`config.mk`:
```
export PLATFORM = sky130hd
export DESIGN_NAME = datapath_unit
export DESIGN_NICKNAME = d
export VERILOG_FILES = /design/src/rtl/datapath_unit_pkg.sv /design/src/rtl/datapath_unit_acc_counter.sv /design/src/rtl/datapath_unit.sv
export SDC_FILE = /design/constraint.sdc
export NUM_CORES = 1
export LEC_CHECK = 0
export BUFFER_PORTS_ARGS = -buffer_cell sky130_fd_sc_hd__clkbuf_2
export CORE_ASPECT_RATIO = 1.25
export CORE_MARGIN = 2
export CORE_UTILIZATION = 30
export DETAILED_ROUTE_END_ITERATION = 12
export GPL_ROUTABILITY_DRIVEN = 0
export GPL_TIMING_DRIVEN = 0
export HOLD_SLACK_MARGIN = 0.03
export REMOVE_ABC_BUFFERS = 1
export SLEW_MARGIN = 10
export SYNTH_ARGS = -nofsm -noshare
export SYNTH_HDL_FRONTEND = slang
export SYNTH_SLANG_ARGS = --single-unit
```
`constraint.sdc`:
```
create_clock -name clk -period 10 [get_ports clk]
set_input_delay 0.5 -clock clk [delete_from_list [all_inputs] [get_ports clk]]
set_output_delay 0.5 -clock clk [all_outputs]
set_load 0.02 [all_outputs]
```
`src/rtl/datapath_unit_pkg.sv`:
```
// Shared definitions for the multiply-by-constant datapath.
// Condition word encoding and enable priority select.
package datapath_unit_pkg;

    // Width of the condition words returned to the controller
    localparam int COND_W = 32;
    // Width of the iteration counter
    localparam int CNT_W = 32;

    localparam logic [COND_W-1:0] COND_TRUE  = 32'd1;
    localparam logic [COND_W-1:0] COND_FALSE = 32'd0;

    // Bit positions of the one-hot enable select, highest priority first
    localparam int SEL_BIT_E3  = 0;
    localparam int SEL_BIT_E7  = 1;
    localparam int SEL_BIT_E9  = 2;
    localparam int SEL_BIT_E10 = 3;

    typedef enum logic [3:0] {
        SEL_NONE = 4'b0000,
        SEL_E3   = 4'b0001,
        SEL_E7   = 4'b0010,
        SEL_E9   = 4'b0100,
        SEL_E10  = 4'b1000
    } en_sel_e;

    // Resolve simultaneous strobes to the single winning enable
    function automatic en_sel_e enable_select(
        input logic e3,
        input logic e7,
        input logic e9,
        input logic e10
    );
        en_sel_e sel;
        sel = SEL_NONE;
        priority case (1'b1)
            e3:      sel = SEL_E3;
            e7:      sel = SEL_E7;
            e9:      sel = SEL_E9;
            e10:     sel = SEL_E10;
            default: sel = SEL_NONE;
        endcase
        return sel;
    endfunction

    // True when more than one strobe is high at once
    function automatic logic multi_enable(
        input logic e3,
        input logic e7,
        input logic e9,
        input logic e10
    );
        logic [2:0] n;
        n = 3'(e3) + 3'(e7) + 3'(e9) + 3'(e10);
        return n > 3'd1;
    endfunction

    // Map a boolean onto a zero-extended condition word
    function automatic logic [COND_W-1:0] cond_word(input logic b);
        return b ? COND_TRUE : COND_FALSE;
    endfunction

endpackage

```
`src/rtl/datapath_unit_acc_counter.sv`:
```
// Accumulator and iteration counter for repeated addition.
// Counter saturates; done compares against the iteration target.
module acc_counter
    import datapath_unit_pkg::*;
#(
    parameter int          WIDTH = 32,
    parameter int unsigned COUNT = 4
) (
    input  logic             clk,
    input  logic             rst,
    input  logic             clr,
    input  logic             step,
    input  logic [WIDTH-1:0] addend,
    output logic [WIDTH-1:0] acc,
    output logic [CNT_W-1:0] cnt,
    output logic             done
);

    localparam logic [CNT_W-1:0] TARGET = CNT_W'(COUNT);
    localparam logic [CNT_W-1:0] CNT_MAX = '1;

    // Clear on load, otherwise add one operand per step
    always_ff @(posedge clk or posedge rst) begin
        if (rst) begin
            acc <= '0;
            cnt <= '0;
        end else if (clr) begin
            acc <= '0;
            cnt <= '0;
        end else if (step) begin
            acc <= acc + addend;
            if (cnt != CNT_MAX) begin
                cnt <= cnt + 1'b1;
            end
        end
    end

    // Iteration target reached
    always_comb begin
        done = (cnt == TARGET);
    end

endmodule

```
`src/rtl/datapath_unit.sv`:
```
// Datapath side of the controller/datapath pair.
// Signed multiply by COUNT via sign-fix and repeated addition.
module datapath_unit
    import datapath_unit_pkg::*;
#(
    parameter int          WIDTH = 32,
    parameter int unsigned COUNT = 4
) (
    input  logic              clk,
    input  logic              rst,
    input  logic              start,
    input  logic [WIDTH-1:0]  data_in,
    input  logic              Enable3,
    input  logic              Enable7,
    input  logic              Enable9,
    input  logic              Enable10,
    output logic [COND_W-1:0] output2,
    output logic [COND_W-1:0] output5,
    output logic [COND_W-1:0] output8,
    output logic [WIDTH-1:0]  result,
    output logic              result_valid,
    output logic              enable_err
);

    en_sel_e          sel;
    logic             multi;
    logic             start_q;
    logic [WIDTH-1:0] reg_a;
    logic             neg_q;
    logic [WIDTH-1:0] acc;
    logic [CNT_W-1:0] cnt;
    logic             done;
    logic             do_load;
    logic             do_neg;
    logic             do_commit;
    logic             do_step;

    // Pick the single acting enable and flag protocol violations
    always_comb begin
        sel       = enable_select(Enable3, Enable7, Enable9, Enable10);
        multi     = multi_enable(Enable3, Enable7, Enable9, Enable10);
        do_load   = sel[SEL_BIT_E3];
        do_neg    = sel[SEL_BIT_E7];
        do_commit = sel[SEL_BIT_E9];
        do_step   = sel[SEL_BIT_E10];
    end

    // Sticky request; a new request beats a same-cycle clear
    always_ff @(posedge clk or posedge rst) begin
        if (rst) begin
            start_q <= 1'b0;
        end else if (start) begin
            start_q <= 1'b1;
        end else if (do_load) begin
            start_q <= 1'b0;
        end
    end

    // Operand load and sign fix; negating the minimum wraps to itself
    always_ff @(posedge clk or posedge rst) begin
        if (rst) begin
            reg_a <= '0;
            neg_q <= 1'b0;
        end else if (do_load) begin
            reg_a <= data_in;
            neg_q <= 1'b0;
        end else if (do_neg) begin
            reg_a <= -reg_a;
            neg_q <= 1'b1;
        end
    end

    acc_counter #(
        .WIDTH (WIDTH),
        .COUNT (COUNT)
    ) u_acc (
        .clk    (clk),
        .rst    (rst),
        .clr    (do_load),
        .step   (do_step),
        .addend (reg_a),
        .acc    (acc),
        .cnt    (cnt),
        .done   (done)
    );

    // Commit the sign-corrected product and pulse valid once
    always_ff @(posedge clk or posedge rst) begin
        if (rst) begin
            result       <= '0;
            result_valid <= 1'b0;
        end else begin
            result_valid <= do_commit;
            if (do_commit) begin
                result <= neg_q ? -acc : acc;
            end
        end
    end

    // Sticky record of overlapping enables
    always_ff @(posedge clk or posedge rst) begin
        if (rst) begin
            enable_err <= 1'b0;
        end else if (multi) begin
            enable_err <= 1'b1;
        end
    end

    // Branch conditions come only from registered state
    always_comb begin
        output2 = cond_word(start_q);
        output5 = cond_word(~reg_a[WIDTH-1]);
        output8 = cond_word(done);
    end

endmodule

```
==> metrics.txt <==
run status finished clean; Hold Crit Class input pin to async pin; clk_lat worst skew 420 ps; Syn. warnings 0; placed insts 1,487; Slew headroom 0.215; hpwl dp 15.7 mm; Lkg Pwr 4.58 nW; synthesized instance count 1,050; H-tree depth 4; largest net degree at the start of global routing 77; # resized after CTS 0; slowest stage cell, crit path dfrtp_1; vias 7,336; crit share post-route 0.325; clk buf depth 2; CTS Sinks 132; CTS tree yes; DR iter-0 viols 341; WL/cell 13.9 um; Gate power share 0.245; Hold Buf Count CTS 0; max frequency 307 MHz; Syn Area/Cell 8.65 um2; CTS Root Cell clkbuf_16; DR vias/cell 4.84; GRT overflow 0; Final ANT Viol Nets 0; Worst Path Buf+Inv 1; register area share after synthesis 0.364; Ports 169; Fin. Hold Viols 0; Post-synth EDFFs 0; library cells used by synthesis 74; die height 199 um; Filler Cells Inserted 3,108; Die X 160 um; Max FO, Critical Path 6; CTS Buf Count 17; Setup Skew 8.55 ps; WP data arrival 3560 ps; Clock power frac 0.372; sequential power share 0.382; Layout Cells excl Fill 1,517; max cap viols 0; Initial Util 0.303; switching part of the total 0.331; synthesis-stage register bit count 132; first-pass GRT wire length 34.6 mm; NetSw 0.566 mW; clock-pin slew on the worst setup and hold paths 60 ps; # setup viols final 0; NumNets Final 1,182; Die ar. 0.0317 mm2; n_diodes 0; max-slew violation count 0; Crit path max-delay family compound AO/OA/AOI/OAI gates; Main synth FF type dfrtp_1; initial antenna violation count 0; Req. time, crit path 10,300 ps; DR pass1 iterations 5; post-CTS setup buffers 0; maximum VDD drop 126 uV; DRC 0; Mapped Area 0.00908 mm2; crit path kind flop to flop; Startpoint Class flop; TNS Setup 0 ps; final wirelength 21.1 mm; worst slew pin tran 1170 ps; crit path time final 3250 ps; RSZ-0062 raised after global routing no; Power Internal 1.15 mW; GRT Overall Usage 0.135; crit-path max cell delay 460 ps; Async SR Flop Fraction 1.00; num rows 71; floorplan core area 0.0299 mm2; Critical Path Sink Type flop; crit-path cells ha_1 -> inv_1 -> fa_1 -> and2b_1 -> o21ai_2 -> a21oi_4 -> o211ai_2 -> a21o_1 -> o31ai_4 -> a21oi_1 -> or3_1 -> a32o_1; # port buffers 75; share of cells above drive strength 1 0.126; power per cell area 169 mW/mm2; vias in the first global route 6,796; Area Overhead vs Synth 11.8%
==> per-stage QoR <==
step | instance area [um2] | hold slack, ps | utilization | setup slack [ps] | total power, mW
after floorplan | 8560 | 500 | - | 5970 | 0.963
after global placement | 9440 | 456 | 0.315 | 3950 | 1.08
after detailed placement | 9570 | 468 | 0.320 | 6580 | 1.09
after CTS | 10200 | 144 | 0.339 | 6760 | 1.73
after global routing | 10200 | 166 | 0.339 | 6560 | 1.82
final | 10200 | 130 | 0.339 | 6750 | 1.71
==> layout by cell type (no fill, tap or decap), types with 4 or more instances in the layout <==
| master | netlist | routed |
|---|---|---|
| dfrtp_1 | 132 | 132 |
| a21oi_1 | 105 | 105 |
| conb_1 | 1 | 93 |
| nor2_1 | 92 | 91 |
| nand2_1 | 74 | 74 |
| clkbuf_2 | 0 | 74 |
| xor2_1 | 51 | 51 |
| nor3_1 | 47 | 47 |
| o21ai_0 | 44 | 44 |
| ha_1 | 36 | 35 |
| o21ai_1 | 31 | 31 |
| a22oi_1 | 30 | 30 |
| nand3_1 | 24 | 24 |
| inv_1 | 23 | 22 |
| xnor2_1 | 19 | 19 |
| clkbuf_16 | 0 | 17 |
| a21o_1 | 14 | 14 |
| or3_1 | 14 | 14 |
| nor4_1 | 13 | 13 |
| a211oi_1 | 12 | 12 |
| nand4_1 | 12 | 12 |
| and3_1 | 12 | 11 |
| o31ai_1 | 9 | 9 |
| nand2b_1 | 8 | 8 |
| or4_1 | 8 | 8 |
| a31oi_1 | 8 | 8 |
| a22o_1 | 8 | 8 |
| and2_1 | 7 | 7 |
| and4_1 | 7 | 7 |
| o21a_1 | 6 | 6 |
| mux2i_1 | 5 | 5 |
| nor2b_1 | 4 | 4 |
| buf_16 | 0 | 4 |
==> worst paths after layout <==
| path | from | endpoint | slack, ps | depth (start not counted) |
|---|---|---|---|---|
| setup / recovery | u_acc.acc[0]$_DFFE_PP0P_ | u_acc.acc[24]$_DFFE_PP0P_ | 6750 | 12 |
| hold / removal | rst | start_q$_DFFE_PP0P_ | 130 | 2 |
| setup reg to reg | u_acc.acc[0]$_DFFE_PP0P_ | u_acc.acc[24]$_DFFE_PP0P_ | 6750 | 12 |
| hold reg to reg | enable_err$_DFFE_PP0N_ | enable_err$_DFFE_PP0N_ | 470 | 1 |
| max in group asynchronous | rst | u_acc.acc[22]$_DFFE_PP0P_ | 9070 | 3 |
| min in group clk | start | start_q$_DFFE_PP0P_ | 260 | 2 |
==> synth_stat cells (3+ instances only) <==
cell | number | area share
dfrtp_1 | 132 | 0.36
a21oi_1 | 105 | 0.058
buf_4 | 95 | 0.079
nor2_1 | 92 | 0.038
nand2_1 | 74 | 0.031
xor2_1 | 51 | 0.049
nor3_1 | 47 | 0.026
o21ai_0 | 44 | 0.024
ha_1 | 36 | 0.050
clkbuf_1 | 31 | 0.013
o21ai_1 | 31 | 0.017
a22oi_1 | 30 | 0.025
nand3_1 | 24 | 0.013
inv_1 | 23 | 0.0095
xnor2_1 | 19 | 0.018
a21o_1 | 14 | 0.012
or3_1 | 14 | 0.0096
nor4_1 | 13 | 0.0090
a211oi_1 | 12 | 0.0099
and3_1 | 12 | 0.0083
nand4_1 | 12 | 0.0083
o31ai_1 | 9 | 0.0074
a22o_1 | 8 | 0.0077
a31oi_1 | 8 | 0.0055
nand2b_1 | 8 | 0.0055
or4_1 | 8 | 0.0066
and2_1 | 7 | 0.0048
and4_1 | 7 | 0.0067
buf_1 | 7 | 0.0029
o21a_1 | 6 | 0.0050
mux2i_1 | 5 | 0.0055
nor2b_1 | 4 | 0.0028
nor3_2 | 3 | 0.0033
o211ai_1 | 3 | 0.0025
o21ai_2 | 3 | 0.0029
o21bai_1 | 3 | 0.0025
o41ai_1 | 3 | 0.0029
==> worst register-to-register path: stages, from the launching register on <==
cell	delay, ps
dfrtp_1	460
ha_1	250
inv_1	70
fa_1	400
and2b_1	230
o21ai_2	80
a21oi_4	190
o211ai_2	150
a21o_1	240
o31ai_4	300
a21oi_1	140
or3_1	360
a32o_1	260
==> power groups by stage <==
stage	clock [mW]	sequential, mW	combinational (mW)
4_1_cts	0.652	0.655	0.426
5_1_grt	0.676	0.665	0.477
3_5_place_dp	0	0.665	0.423
6_report	0.637	0.655	0.420
3_3_place_gp	0	0.662	0.415
2_1_floorplan	0	0.689	0.274
==> routing by layer <==
| metal | routed length, um | track usage | vias to the layer above |
|---|---|---|---|
| met5 | 0 | 0 | - |
| met1 | 9480 | 0.169 | 3438 |
| met3 | 659 | 0.0213 | 19 |
| met2 | 10600 | 0.235 | 168 |
| met4 | 364 | 0.0475 | 0 |
| li1 | - | - | 3711 |
==> state kept, by name, summed over array words and instances (netlist names) <==
name,cells
reg_a,32
result,32
u_acc.acc,32
u_acc.cnt,32
enable_err,1
neg_q,1
result_valid,1
start_q,1
==> logic make-up after synthesis <==
family / after synthesis / synth area share
and+or+nand+nor: 341 / 0.191
AOI/OAI and AO/OA: 302 / 0.211
buffers and inverters: 160 / 0.106
DFF: 132 / 0.364
xor gates and xnor gates: 70 / 0.0675
adders and majority gates: 38 / 0.0540
muxes: 6 / 0.00675
other: 1 / 0.000413
==> layout make-up <==
type / instances / area [um2] / area share
multi-input cells: 850 / 5180 / 0.510
flip-flops and latches: 132 / 3300 / 0.325
well taps: 401 / 502 / 0.0494
repair buffers: 79 / 488 / 0.0480
clock buffers: 21 / 460 / 0.0453
clock inverters: 9 / 129 / 0.0127
inverters: 25 / 98.8 / 0.00973
Power figures use the tool's default switching activity.
